### src/rtl/mem_segment_param.sv
// Parametrised data-memory segment: byte-enable writes, registered reads with a
// valid strobe, REQ/READY handshake and a FILL_VALUE clear sweep after reset or on command.
`timescale 1ns/1ps
module mem_segment_param #(
  parameter int DATA_WIDTH = 16,
  parameter int ADDR_WIDTH = 4,
  parameter logic [DATA_WIDTH-1:0] FILL_VALUE = '0
) (
  input  logic                    CLK_SEG,
  input  logic                    RST_N_SEG,
  input  logic                    REQ_SEG,
  input  logic                    WE_SEG,
  input  logic [DATA_WIDTH/8-1:0] BE_SEG,
  input  logic [ADDR_WIDTH-1:0]   ADDR_SEG,
  input  logic [DATA_WIDTH-1:0]   DATA_IN_SEG,
  input  logic                    CLR_SEG,
  output logic                    READY_SEG,
  output logic [DATA_WIDTH-1:0]   DATA_OUT_SEG,
  output logic                    VALID_SEG,
  output logic                    BUSY_SEG
);

  localparam int DEPTH     = 1 << ADDR_WIDTH;
  localparam int NUM_BYTES = DATA_WIDTH / 8;

  typedef enum logic {CLEAR, IDLE} state_t;

  state_t                state_reg;
  logic [ADDR_WIDTH-1:0] cnt_reg;
  logic                  valid_reg;
  logic                  busy_reg;
  logic                  rd_accept;
  logic                  wr_accept;
  logic                  sweep_we;

  // A clear command in IDLE blocks acceptance in the same cycle.
  assign READY_SEG = (state_reg == IDLE) & ~CLR_SEG;
  assign rd_accept = REQ_SEG & READY_SEG & ~WE_SEG;
  assign wr_accept = REQ_SEG & READY_SEG & WE_SEG;
  assign sweep_we  = (state_reg == CLEAR);
  assign VALID_SEG = valid_reg;
  assign BUSY_SEG  = busy_reg;

  always_ff @(posedge CLK_SEG or negedge RST_N_SEG) begin
    if (!RST_N_SEG) begin
      state_reg <= CLEAR;
      cnt_reg   <= '0;
      valid_reg <= 1'b0;
      busy_reg  <= 1'b1;
    end else begin
      valid_reg <= rd_accept;
      if (state_reg == CLEAR) begin
        if (CLR_SEG) begin
          cnt_reg <= '0;
        end else begin
          // Counter wraps to zero naturally on the final word.
          cnt_reg <= cnt_reg + ADDR_WIDTH'(1);
          if (&cnt_reg) begin
            state_reg <= IDLE;
            busy_reg  <= 1'b0;
          end
        end
      end else begin
        if (CLR_SEG) begin
          state_reg <= CLEAR;
          cnt_reg   <= '0;
          busy_reg  <= 1'b1;
        end
      end
    end
  end

  // One narrow RAM per byte lane so byte enables map onto plain lane write enables.
  for (genvar gi = 0; gi < NUM_BYTES; gi++) begin : g_lane
    logic [7:0]            mem [DEPTH];
    logic [7:0]            rd_reg;
    logic                  lane_we;
    logic [ADDR_WIDTH-1:0] lane_addr;
    logic [7:0]            lane_wdata;

    assign lane_we    = sweep_we | (wr_accept & BE_SEG[gi]);
    assign lane_addr  = sweep_we ? cnt_reg : ADDR_SEG;
    assign lane_wdata = sweep_we ? FILL_VALUE[8*gi +: 8] : DATA_IN_SEG[8*gi +: 8];

    always_ff @(posedge CLK_SEG) begin
      if (lane_we) begin
        mem[lane_addr] <= lane_wdata;
      end
    end

    always_ff @(posedge CLK_SEG or negedge RST_N_SEG) begin
      if (!RST_N_SEG) begin
        rd_reg <= '0;
      end else if (rd_accept) begin
        rd_reg <= mem[ADDR_SEG];
      end
    end

    assign DATA_OUT_SEG[8*gi +: 8] = rd_reg;
  end

endmodule

### config.mk
export PLATFORM = sky130hd
export DESIGN_NAME = mem_segment_param
export DESIGN_NICKNAME = d
export VERILOG_FILES = /design/src/rtl/mem_segment_param.sv
export SDC_FILE = /design/constraint.sdc
export NUM_CORES = 1
export LEC_CHECK = 0
export CAP_MARGIN = 20
export CORE_MARGIN = 2
export CORE_UTILIZATION = 30
export DETAILED_ROUTE_END_ITERATION = 8
export PLACE_DENSITY = 0.48
export SYNTH_ARGS = -nofsm -noshare
export SYNTH_HDL_FRONTEND = slang
export SYNTH_SLANG_ARGS = --single-unit
### constraint.sdc
create_clock -name CLK_SEG -period 1.81 [get_ports CLK_SEG]
set_input_delay 0.181 -clock CLK_SEG [delete_from_list [all_inputs] [get_ports CLK_SEG]]
set_output_delay 0.181 -clock CLK_SEG [all_outputs]
set_load 0.02 [all_outputs]
# == After elaboration in Yosys (flattened, before gate mapping) ==
# Memory sizes are Yosys's and may differ from the RTL's. A register that Yosys moved wholly into a read port is not among the register bits.
# Cells that the tools add are included.
# totals
reg_bits,7
ram_bits,256
input_bits,27
output_inout_bits,19
elab_cells,43
memories,2
# op_classes
addsub,1
eq_ne,2
muxes,18
bitwise_logic,11
reduce_logical,5
# mem_list
name,depth,word_bits,read_ports,rd_clocked_by_memory_dff,write_ports,line_no,rtl
g_lane[0].mem,16,8,1,1,1,75,logic [7:0] mem [DEPTH];
g_lane[1].mem,16,8,1,1,1,75,
# ops
op,n
$mux W4,4
$mux W8,2
$mux W1,12
$and A1 B1 Y1,6
$add A4 B1 Y4 const B,1
$reduce_and A4 Y1,1
$not A1 Y1,3
$reduce_and A3 Y1,1
$logic_not A1 Y1,2
$ne A2 B1 Y1 const B,1
$ne A2 B2 Y1 const B,1
$or A1 B1 Y1,2
$reduce_bool A2 Y1,1

# == Longest topological paths before layout ==
# Gate-level depths: netlist (run 1).
# depth
word_depth,8
mapped_depth,7

# == Least setup slack after synthesis (run 1) ==
# OpenSTA, ideal clock, no wires.
# synth_timing
kind,register -> register
from,register state_reg
to,"memory g_lane[1].mem[11][0], enable pin"
setup_time_ns,0.370
arrival_ns,1.597
required_ns,1.440
setup_slack_ns,-0.157
stages_incl_launch_ff,6
path_buffers,2
period_less_slack_ns,1.967
path_cell_list,dfrtp_1 clkbuf_1 clkbuf_1 a32oi_1 a21o_1 nor2_1
# synth_via
elab_chain_cells,7
word_cells_on_any_way,9
classes_between,mux: 3; bitwise: 6
# synth_lines
item,line_no,rtl
from (decl),28,state_t state_reg;
from (signal assigned),46,state_reg <= CLEAR;
from (signal assigned),59,state_reg <= IDLE;
from (signal assigned),65,state_reg <= CLEAR;
$and A1 B1 Y1,37,assign READY_SEG = (state_reg == IDLE) & ~CLR_SEG;
$and A1 B1 Y1 (2 in a row),39,assign wr_accept = REQ_SEG & READY_SEG & WE_SEG;
$and A1 B1 Y1,81,assign lane_we = sweep_we | (wr_accept & BE_SEG[gi]);
$or A1 B1 Y1,81,
$mux W1,86,if (lane_we) begin
$mux W1 (implied by the code),87,mem[lane_addr] <= lane_wdata;
to (decl),75,
# Several ways; a longest one is shown, not always the timed one.

# == Worst setup path in the final report (run 1) ==
# layout_timing
from,"register g_lane[0].rd_reg[2], read port of g_lane[0].mem"
to,output port DATA_OUT_SEG[2]
# layout_rtl
item,line_no,rtl
from (decl),76,logic [7:0] rd_reg;
to (decl),18,"output logic [DATA_WIDTH-1:0] DATA_OUT_SEG,"
# No word-level cell between the ends.

==> results of run 1 <==
-- worst register-to-register path, stage by stage, from the launching register on --
cell and delay [ps]:
dfrtp_1 420, buf_6 170, nand2b_1 180, nor2_1 150, o21ai_1 170, nor2_1 130
buf_4 200
-- how the worst min path moves through the flow --
| stage | end | cells after the start |
|---|---|---|
| finish | g_lane[0].rd_reg[5]$_DFFE_PN0P_ | 2 |
| global route | g_lane[0].rd_reg[5]$_DFFE_PN0P_ | 2 |
| floorplan | VALID_SEG$_DFF_PN0_ | 0 |
| detailed placement | BUSY_SEG$_DFFE_PN1P_ | 2 |
| CTS | g_lane[0].rd_reg[5]$_DFFE_PN0P_ | 2 |
| global placement | BUSY_SEG$_DFFE_PN1P_ | 2 |
-- what timing repair did --
item	CTS	global route
pin swaps	0	0
setup endpoints to repair	13	89
gates resized for setup	5	15
-- per-layer routing --
layer | wire length, um | GRT usage (%) | vias up
met3 | 1034 | 1.673 | 24
met2 | 13060 | 23.33 | 128
met4 | 330 | 2.952 | 0
li1 | - | - | 2606
met1 | 11690 | 18.31 | 3009
met5 | 0 | 0 | -
-- cell families after synthesis --
kind of cell,count (synthesis),synth area share [%]
AO/OA/AOI/OAI,63,4.048
XOR/XNOR,2,0.1562
adder cells (fa/ha/maj),1,0.1115
buffers and inverters,36,2.208
flip-flops,279,73.66
multiplexers,97,15.22
AND/OR/NAND/NOR,106,4.595
-- synthesized netlist by cell type, types with 3 or more instances --
cell,n,area share (%)
mux4_1,31,7.3
nand4b_1,3,0.23
clkbuf_1,11,0.37
a21oi_1,4,0.18
o21ai_1,3,0.13
nand2b_1,4,0.22
mux4_2,17,3.4
dfrtp_1,22,4.9
mux2i_1,33,2.9
o211ai_1,16,1.1
a22oi_1,32,2.1
buf_6,8,0.80
nor2b_1,4,0.22
buf_4,5,0.33
and3_1,3,0.17
edfxtp_1,256,69
buf_2,3,0.13
and2_1,17,0.95
inv_1,3,0.10
clkbuf_8,3,0.37
nor2_1,48,1.6
mux2_2,16,1.6
nand2_1,21,0.70
-- per-stage QoR --
stage	util [%]	power [W]	TNS (ps)	cell area, sq um
2_1_floorplan	-	0.007744	-12070	11280
5_1_grt	37.84	0.01433	0	13890
3_5_place_dp	35.14	0.008147	-27180	12890
6_report	37.84	0.01388	0	13890
3_3_place_gp	35.14	0.008131	-20260	12890
4_1_cts	37.71	0.01401	0	13840
-- final cells by class --
class	instances	area (sq um)
fillers	3300	22810
well taps	468	585.6
multi-input cells	269	2798
clock buffers	34	744.5
repair buffers	121	1284
inverters	4	15.01
flip-flops and latches	279	8264
clock inverters	17	196.4
-- report_power, final --
| group | leakage, nW | internal, W | switching [W] |
|---|---|---|---|
| logic | 1.79 | 0.000415 | 0.000435 |
| registers | 2.82 | 0.00711 | 0.0000522 |
| clock network | 0.455 | 0.00350 | 0.00237 |
| total | 5.06 | 0.0110 | 0.00286 |
==> results.cfg, run 1 <==
[placed_design]
port_buffers = 45
detailed_place_hpwl_mm = 18.07
gp_congestion = 0.7792
dpl.cell_count = 1141
place_ws_ps = -165.2

[setup_path]
crit_family = buffers and inverters
crit_path_end_kind = output port
worst-path-buf-inv = 1
cp-endpoint = DATA_OUT_SEG[2]
timing.rr.start = state_reg$_DFF_PN0_
cp-start-kind = flip-flop
critPathKind = reg2out
cpPeakStageDelay_ps = 640
crit_cells = 1
cp_max_fo = 2
reg2reg_setup_slack_ps = 70
crit_required_ps = 1630
slowest_stage = clkdlybuf4s50_1
crit_chain = clkdlybuf4s50_1
critPathArrivalTime_ps = 1590
r2r_end = g_lane[1].mem[4][3]$_DFFE_PP_
reg2reg_depth = 6
timing.critical_path.from = g_lane[0].rd_reg[2]$_DFFE_PN0P_

[floorplan]
fp.dieArea_sq_um = 38960
die_h_um = 197.4
initial_core_util_pct = 30.57
io_pins = 46
core-area_sq_um = 36700
die_w_um = 197.4
std_cell_rows = 70

[pwr]
pwr_density_cell_nw_per_um2 = 999.6
ir_worst_vdd_v = 0.0006167
leakage_nw = 5.062

[synthesis]
netlist_area_sq_um = 11220
syn_nets = 612
synth_ff_type = edfxtp_1
synth_cell_types = 38
synth.avg_cell_area_sq_um = 19.21
syn_inst = 584
ys_ff_latch = 279
synthArstFlopShare_pct = 8.244
yosys_warnings = 0
synth_edf_count = 256
yosysSeqAreaShare_pct = 73.66

[layout]
largest_reg_flops = 256
layout_common_cells = edfxtp_1, buf_4, clkdlybuf4s50_1, mux2i_1, a22oi_1
stdcell_count = 1192
final_common_cell = edfxtp_1
diodes = 0
fin_nets = 731
layout-drive-gt1-share_pct = 25.55
syn_to_final_growth_pct = 23.78

[grt]
first_global_vias = 6068
grt.total_usage_pct = 13.51
grt_remaining_overflow = 0
grt_max_degree = 28
grt_pass1_wl_mm = 39.14
antenna_found_initial = 0

[timing]
fin_ws_ps = 43.48
slew-limit-headroom_pct = 51.44
skew_ps = 26.79
slew_violations = 0
fin_worst_hold_slack_ps = 16.93
finalHoldViolations = 0
min_period_ps = 1767
rsz0062_at_grt = true
setup_violations = 0
tightest_slew_ps = 728.3
clock.fmax_mhz = 566.1
fin_crit_sh_pct = 97.60

[worst_hold_path]
holdCritPathClass = in2async

[clock_network]
clock_path_buffers = 3
postCtsSetupBuffers = 0
clkLatencyLatePin_ps = 540
h-tree-depth = 1
clkTransAtPathRegs_ps = 60
cts_tree = done
postCtsHoldBufs = 0
cts_sinks = 279
cts_inserted_buffers = 28
cts-root-buf = clkbuf_16

[job]
drv_cap = 0

[routing]
viasPerCell = 4.838
vias = 5767
wl_mm = 26.11
first_iter_violations = 487
wire_per_inst_um = 21.91
ant_nets = 0
dr.pass1.iters = 5
drc = 0

[outcome]
status = finished clean
Note: power is estimated with default switching activity, not from simulation.
==> inputs of run 2 (changes only) <==
PLACE_DENSITY = 0.46   (was 0.48)
clock period = 1.8 ns   (was 1.81 ns; I/O delays follow)
==> results.cfg, run 2 (synthesized netlist as in run 1, its figures left out) <==
[outcome]
status = finished clean

[timing]
tightest_slew_ps = 667.1
min_period_ps = 1762
fin_ws_ps = 38.04
rsz0062_at_grt = true
finalSetupTns_ps = 0
finalHoldViolations = 0
clock.fmax_mhz = 567.5
slew_violations = 0
setup_violations = 0
slew-limit-headroom_pct = 55.53
fin_crit_sh_pct = 97.89
skew_ps = 11.72

[clock_network]
cts_tree = done
cts_sinks = 279
h-tree-depth = 1
clkTransAtPathRegs_ps = 60
cts-root-buf = clkbuf_16
clock_path_buffers = 3
cts_inserted_buffers = 29
clkLatencyLatePin_ps = 540

[setup_path]
reg2reg_setup_slack_ps = 40
worst-path-buf-inv = 2
crit_chain = buf_12 -> and3_1 -> nor2_2 -> nor2_2 -> buf_4
crit_path_end_kind = flip-flop
cp-start-kind = flip-flop
critPathArrivalTime_ps = 2080
crit_family = simple AND/OR/NAND/NOR gates
slowest_stage = dfrtp_2
cpPeakStageDelay_ps = 450
critPathMostFrequentCell = nor2_2
cp_max_fo = 16
critPathKind = reg2reg
crit_required_ps = 2110

[grt]
first_global_vias = 6207
grt.total_usage_pct = 13.91
grt_max_degree = 25
grt_remaining_overflow = 0
antenna_found_initial = 0
grt_pass1_wl_mm = 39.72

[routing]
ant_nets = 0
drc = 0
first_iter_violations = 345
dr.pass1.iters = 4
viasPerCell = 4.771
wire_per_inst_um = 21.91
wl_mm = 26.77
vias = 5830

[floorplan]
fp.dieArea_sq_um = 38960
die_h_um = 197.4
initial_core_util_pct = 30.57
core-area_sq_um = 36700
std_cell_rows = 70
die_w_um = 197.4
io_pins = 46

[layout]
fin_util_pct = 38.50
fin_area_sq_um = 14130
final_common_cell = edfxtp_1
nFillCells = 3336
layout-drive-gt1-share_pct = 29.58
layout_common_cells = edfxtp_1, buf_4, clkdlybuf4s50_1, mux2i_1, a22oi_1
diodes = 0
largest_reg_flops = 256
syn_to_final_growth_pct = 25.94
fin_nets = 759

[pwr]
ir_worst_vdd_v = 0.0006764
pwr_density_cell_nw_per_um2 = 966.9
leakage_nw = 5.215

[placed_design]
port_buffers = 45
detailed_place_hpwl_mm = 18.26
place_ws_ps = -344.5
gp_congestion = 0.7614
place_area_sq_um = 13070

[worst_hold_path]
holdCritPathClass = in2reg

[job]
drv_cap = 0
[run 2: per-stage QoR]
step	hold WS [ps]	power, W	std cells
after detailed placement	499.4	0.008248	1164
after floorplan	-115.6	0.007788	584
final	260.0	0.01366	1222
after global placement	487.3	0.008235	1164
after CTS	243.3	0.01380	1219
after global routing	267.8	0.01411	1222
[run 2: cell type report]
cell class | count | area, sq um | share of cell area [%]
clock buffers | 34 | 744.5 | 5.269
multi-input cells | 269 | 2874 | 20.34
flip-flops and latches | 279 | 8267 | 58.51
well taps | 468 | 585.6 | 4.144
repair buffers | 148 | 1506 | 10.66
inverters | 4 | 15.01 | 0.1063
clock inverters | 20 | 137.6 | 0.9741
[run 2: worst register-to-register path, delay by kind of cell (launching register included)]
kind	cells	cell delay [ps]
DFF	1	450
buffers and inverters	2	360
and+or+nand+nor	3	720
[run 2: timing repair]
item / 4_1_cts / 5_1_grt
hold endpoints to repair: 5 / 0
endpoints found under the setup margin: 61 / 175
buffers inserted: 0 / 3
pin swaps: 0 / 1
hold buffers: 1 / 0
gates resized for setup: 14 / 34
[run 2: routing by layer]
metal	wire [um]	track usage, %	up-vias
met4	476	3.537	0
met5	0	0	-
li1	-	-	2670
met3	1137	1.724	31
met1	12300	19.62	3008
met2	12860	22.89	121
[run 2: path summary, 6_finish.rpt]
kind	start	endpoint	cells past startpoint
hold / removal	ADDR_SEG[0]	g_lane[1].rd_reg[4]$_DFFE_PN0P_	4
max in group asynchronous	RST_N_SEG	VALID_SEG$_DFF_PN0_	3
hold reg to reg	BUSY_SEG$_DFFE_PN1P_	BUSY_SEG$_DFFE_PN1P_	2
min in group asynchronous	RST_N_SEG	cnt_reg[3]$_DFFE_PN0P_	2
setup reg to reg	state_reg$_DFF_PN0_	g_lane[1].mem[15][0]$_DFFE_PP_	5
setup / recovery	state_reg$_DFF_PN0_	g_lane[1].mem[15][0]$_DFFE_PP_	5
[run 2: where the power goes]
part           total [W]  switching (W)  internal [W]  leakage, nW
logic           0.000930       0.000463      0.000467         1.98
registers        0.00720      0.0000532       0.00715         2.82
clock network    0.00553        0.00242       0.00311        0.419
==> inputs of run 3 (changes only) <==
CORE_ASPECT_RATIO = 1.4   (was unset)
REMOVE_ABC_BUFFERS = 1   (was unset)
==> results.cfg, run 3 (synthesized netlist as in run 1, its figures left out) <==
[outcome]
status = complete, but fails checks
violations = design-rule violations, negative setup slack

[floorplan]
die_w_um = 167.4
io_pins = 46
die_h_um = 232.8
std_cell_rows = 83
fp.dieArea_sq_um = 38980
core-area_sq_um = 36760
initial_core_util_pct = 30.52

[setup_path]
cp_max_fo = 8
critPathKind = reg2reg
crit_required_ps = 2050
crit_path_end_kind = flip-flop
critPathArrivalTime_ps = 2050
cp-start-kind = flip-flop
reg2reg_depth = 7

[pwr]
finalPower_w = 0.01371
ir_worst_vdd_v = 0.0006965
leakage_nw = 5.174
pwr_density_cell_nw_per_um2 = 972.9
p_clk_share_pct = 40.5
p_seq_share_pct = 52.6
p_switching_w = 0.002911
internal-power_w = 0.01079
switching_share_pct = 21.24
comb_power_share_pct = 6.9

[routing]
vias = 5920
ant_nets = 0
viasPerCell = 4.856
wire_per_inst_um = 23.67
first_iter_violations = 523
dr.pass1.iters = 8
wl_mm = 28.85
drc = 5

[job]
drv_cap = 0

[clock_network]
cts-root-buf = clkbuf_16
clkLatencyLatePin_ps = 550
cts_tree = done
cts_inserted_buffers = 28
h-tree-depth = 1
clock_path_buffers = 3
clkTransAtPathRegs_ps = 60
cts_sinks = 279

[timing]
skew_ps = 23.34
min_period_ps = 1808
setup_violations = 2
finalHoldViolations = 0
clock.fmax_mhz = 553.1
fin_crit_sh_pct = 100.4
finalSetupTns_ps = -15.97
slew_violations = 0
rsz0062_at_grt = true
fin_ws_ps = -8.023
slew-limit-headroom_pct = 47.45
tightest_slew_ps = 788.2
fin_worst_hold_slack_ps = 21.07

[grt]
met3_usage_pct = 2.551
antenna_found_initial = 2
use_met1_pct = 17.15
grt_pass1_wl_mm = 42.15
grt.total_usage_pct = 14.89
grt_remaining_overflow = 0
first_global_vias = 6398
gr-max-usage-layer = met2
grt_max_degree = 24
use_met2_pct = 27.75

[layout]
fin_nets = 760
nFillCells = 3451
ff_latch_area_sq_um = 8267
largest_reg_flops = 256
final_common_cell = edfxtp_1
syn_to_final_growth_pct = 25.56
layout_common_cells = edfxtp_1, buf_4, clkdlybuf4s50_1, mux2i_1, a22oi_1
diodes = 0
layout-drive-gt1-share_pct = 30.32
multi_input_area_sq_um = 2910

[placed_design]
detailed_place_hpwl_mm = 20.39
port_buffers = 45
gp_congestion = 0.7986
place_ws_ps = -531.5

[worst_hold_path]
holdCritPathClass = in2async
==> run 3: cell count changes in the layout (fill, tap and decap cells not counted), moves of 3 or more <==
cell | before | now
clkbuf_8 | 0 | 3
clkdlybuf4s50_1 | 37 | 41
dlygate4sd2_1 | 4 | 1
nor2_2 | 21 | 13
and2_2 | 0 | 7
buf_8 | 0 | 4
and2_1 | 17 | 10
nor2_1 | 19 | 26
clkbuf_1 | 5 | 2
buf_12 | 21 | 8
buf_6 | 8 | 20
==> run 3: repair_timing <==
| item | in CTS | in global routing |
|---|---|---|
| setup buffers | 4 | 4 |
| endpoints found under the hold margin | 0 | 0 |
| resized for setup | 35 | 53 |
| hold buffers | 0 | 0 |
| pin swaps | 4 | 8 |
| setup endpoints to repair | 357 | 279 |
==> run 3: layer usage <==
| layer | wire length, um | up-vias |
|---|---|---|
| li1 | - | 2665 |
| met1 | 11190 | 3054 |
| met2 | 15450 | 149 |
| met3 | 1288 | 48 |
| met4 | 900 | 4 |
| met5 | 23 | - |
==> run 3: through the flow <==
step	cell area (sq um)	std cells	util, %
3_5_place_dp	12840	1161	34.93
4_1_cts	13860	1215	37.71
3_3_place_gp	12840	1161	34.93
2_1_floorplan	10990	552	-
5_1_grt	14090	1219	38.32
6_report	14090	1219	38.32
==> run 3: path summary, 6_finish.rpt <==
path / start / end / slack (ps)
setup / recovery: state_reg$_DFF_PN0_ / g_lane[1].mem[0][6]$_DFFE_PP_ / -8
hold reg to reg: BUSY_SEG$_DFFE_PN1P_ / BUSY_SEG$_DFFE_PN1P_ / 520
min in group CLK_SEG: ADDR_SEG[0] / g_lane[1].rd_reg[5]$_DFFE_PN0P_ / 350
max in group asynchronous: RST_N_SEG / BUSY_SEG$_DFFE_PN1P_ / 1460
hold / removal: RST_N_SEG / VALID_SEG$_DFF_PN0_ / 20
setup reg to reg: state_reg$_DFF_PN0_ / g_lane[1].mem[0][6]$_DFFE_PP_ / -8
==> run 3: worst max-delay path, cell delays in order (launching register included) <==
cell and delay, ps:
dfrtp_2 470, buf_6 140, buf_6 110, nor3_4 160
a31oi_2 60, a21o_1 250, nor2_1 150, buf_6 170
==> run 3: final cells by class <==
class / instances / area share (%)
multi-input cells: 269 / 20.66
clock inverters: 16 / 0.7549
repair buffers: 150 / 10.15
inverters: 4 / 0.1066
clock buffers: 34 / 5.498
flip-flops and latches: 279 / 58.68
well taps: 467 / 4.148
==> run 3: power by group through the flow <==
stage	clock [W]	sequential [W]	combinational, W
after detailed placement	0	0.00734	0.000913
after global placement	0	0.00733	0.000910
after CTS	0.00571	0.00720	0.000935
final	0.00555	0.00720	0.000952
after floorplan	0	0.00734	0.000349
after global routing	0.00594	0.00721	0.00101
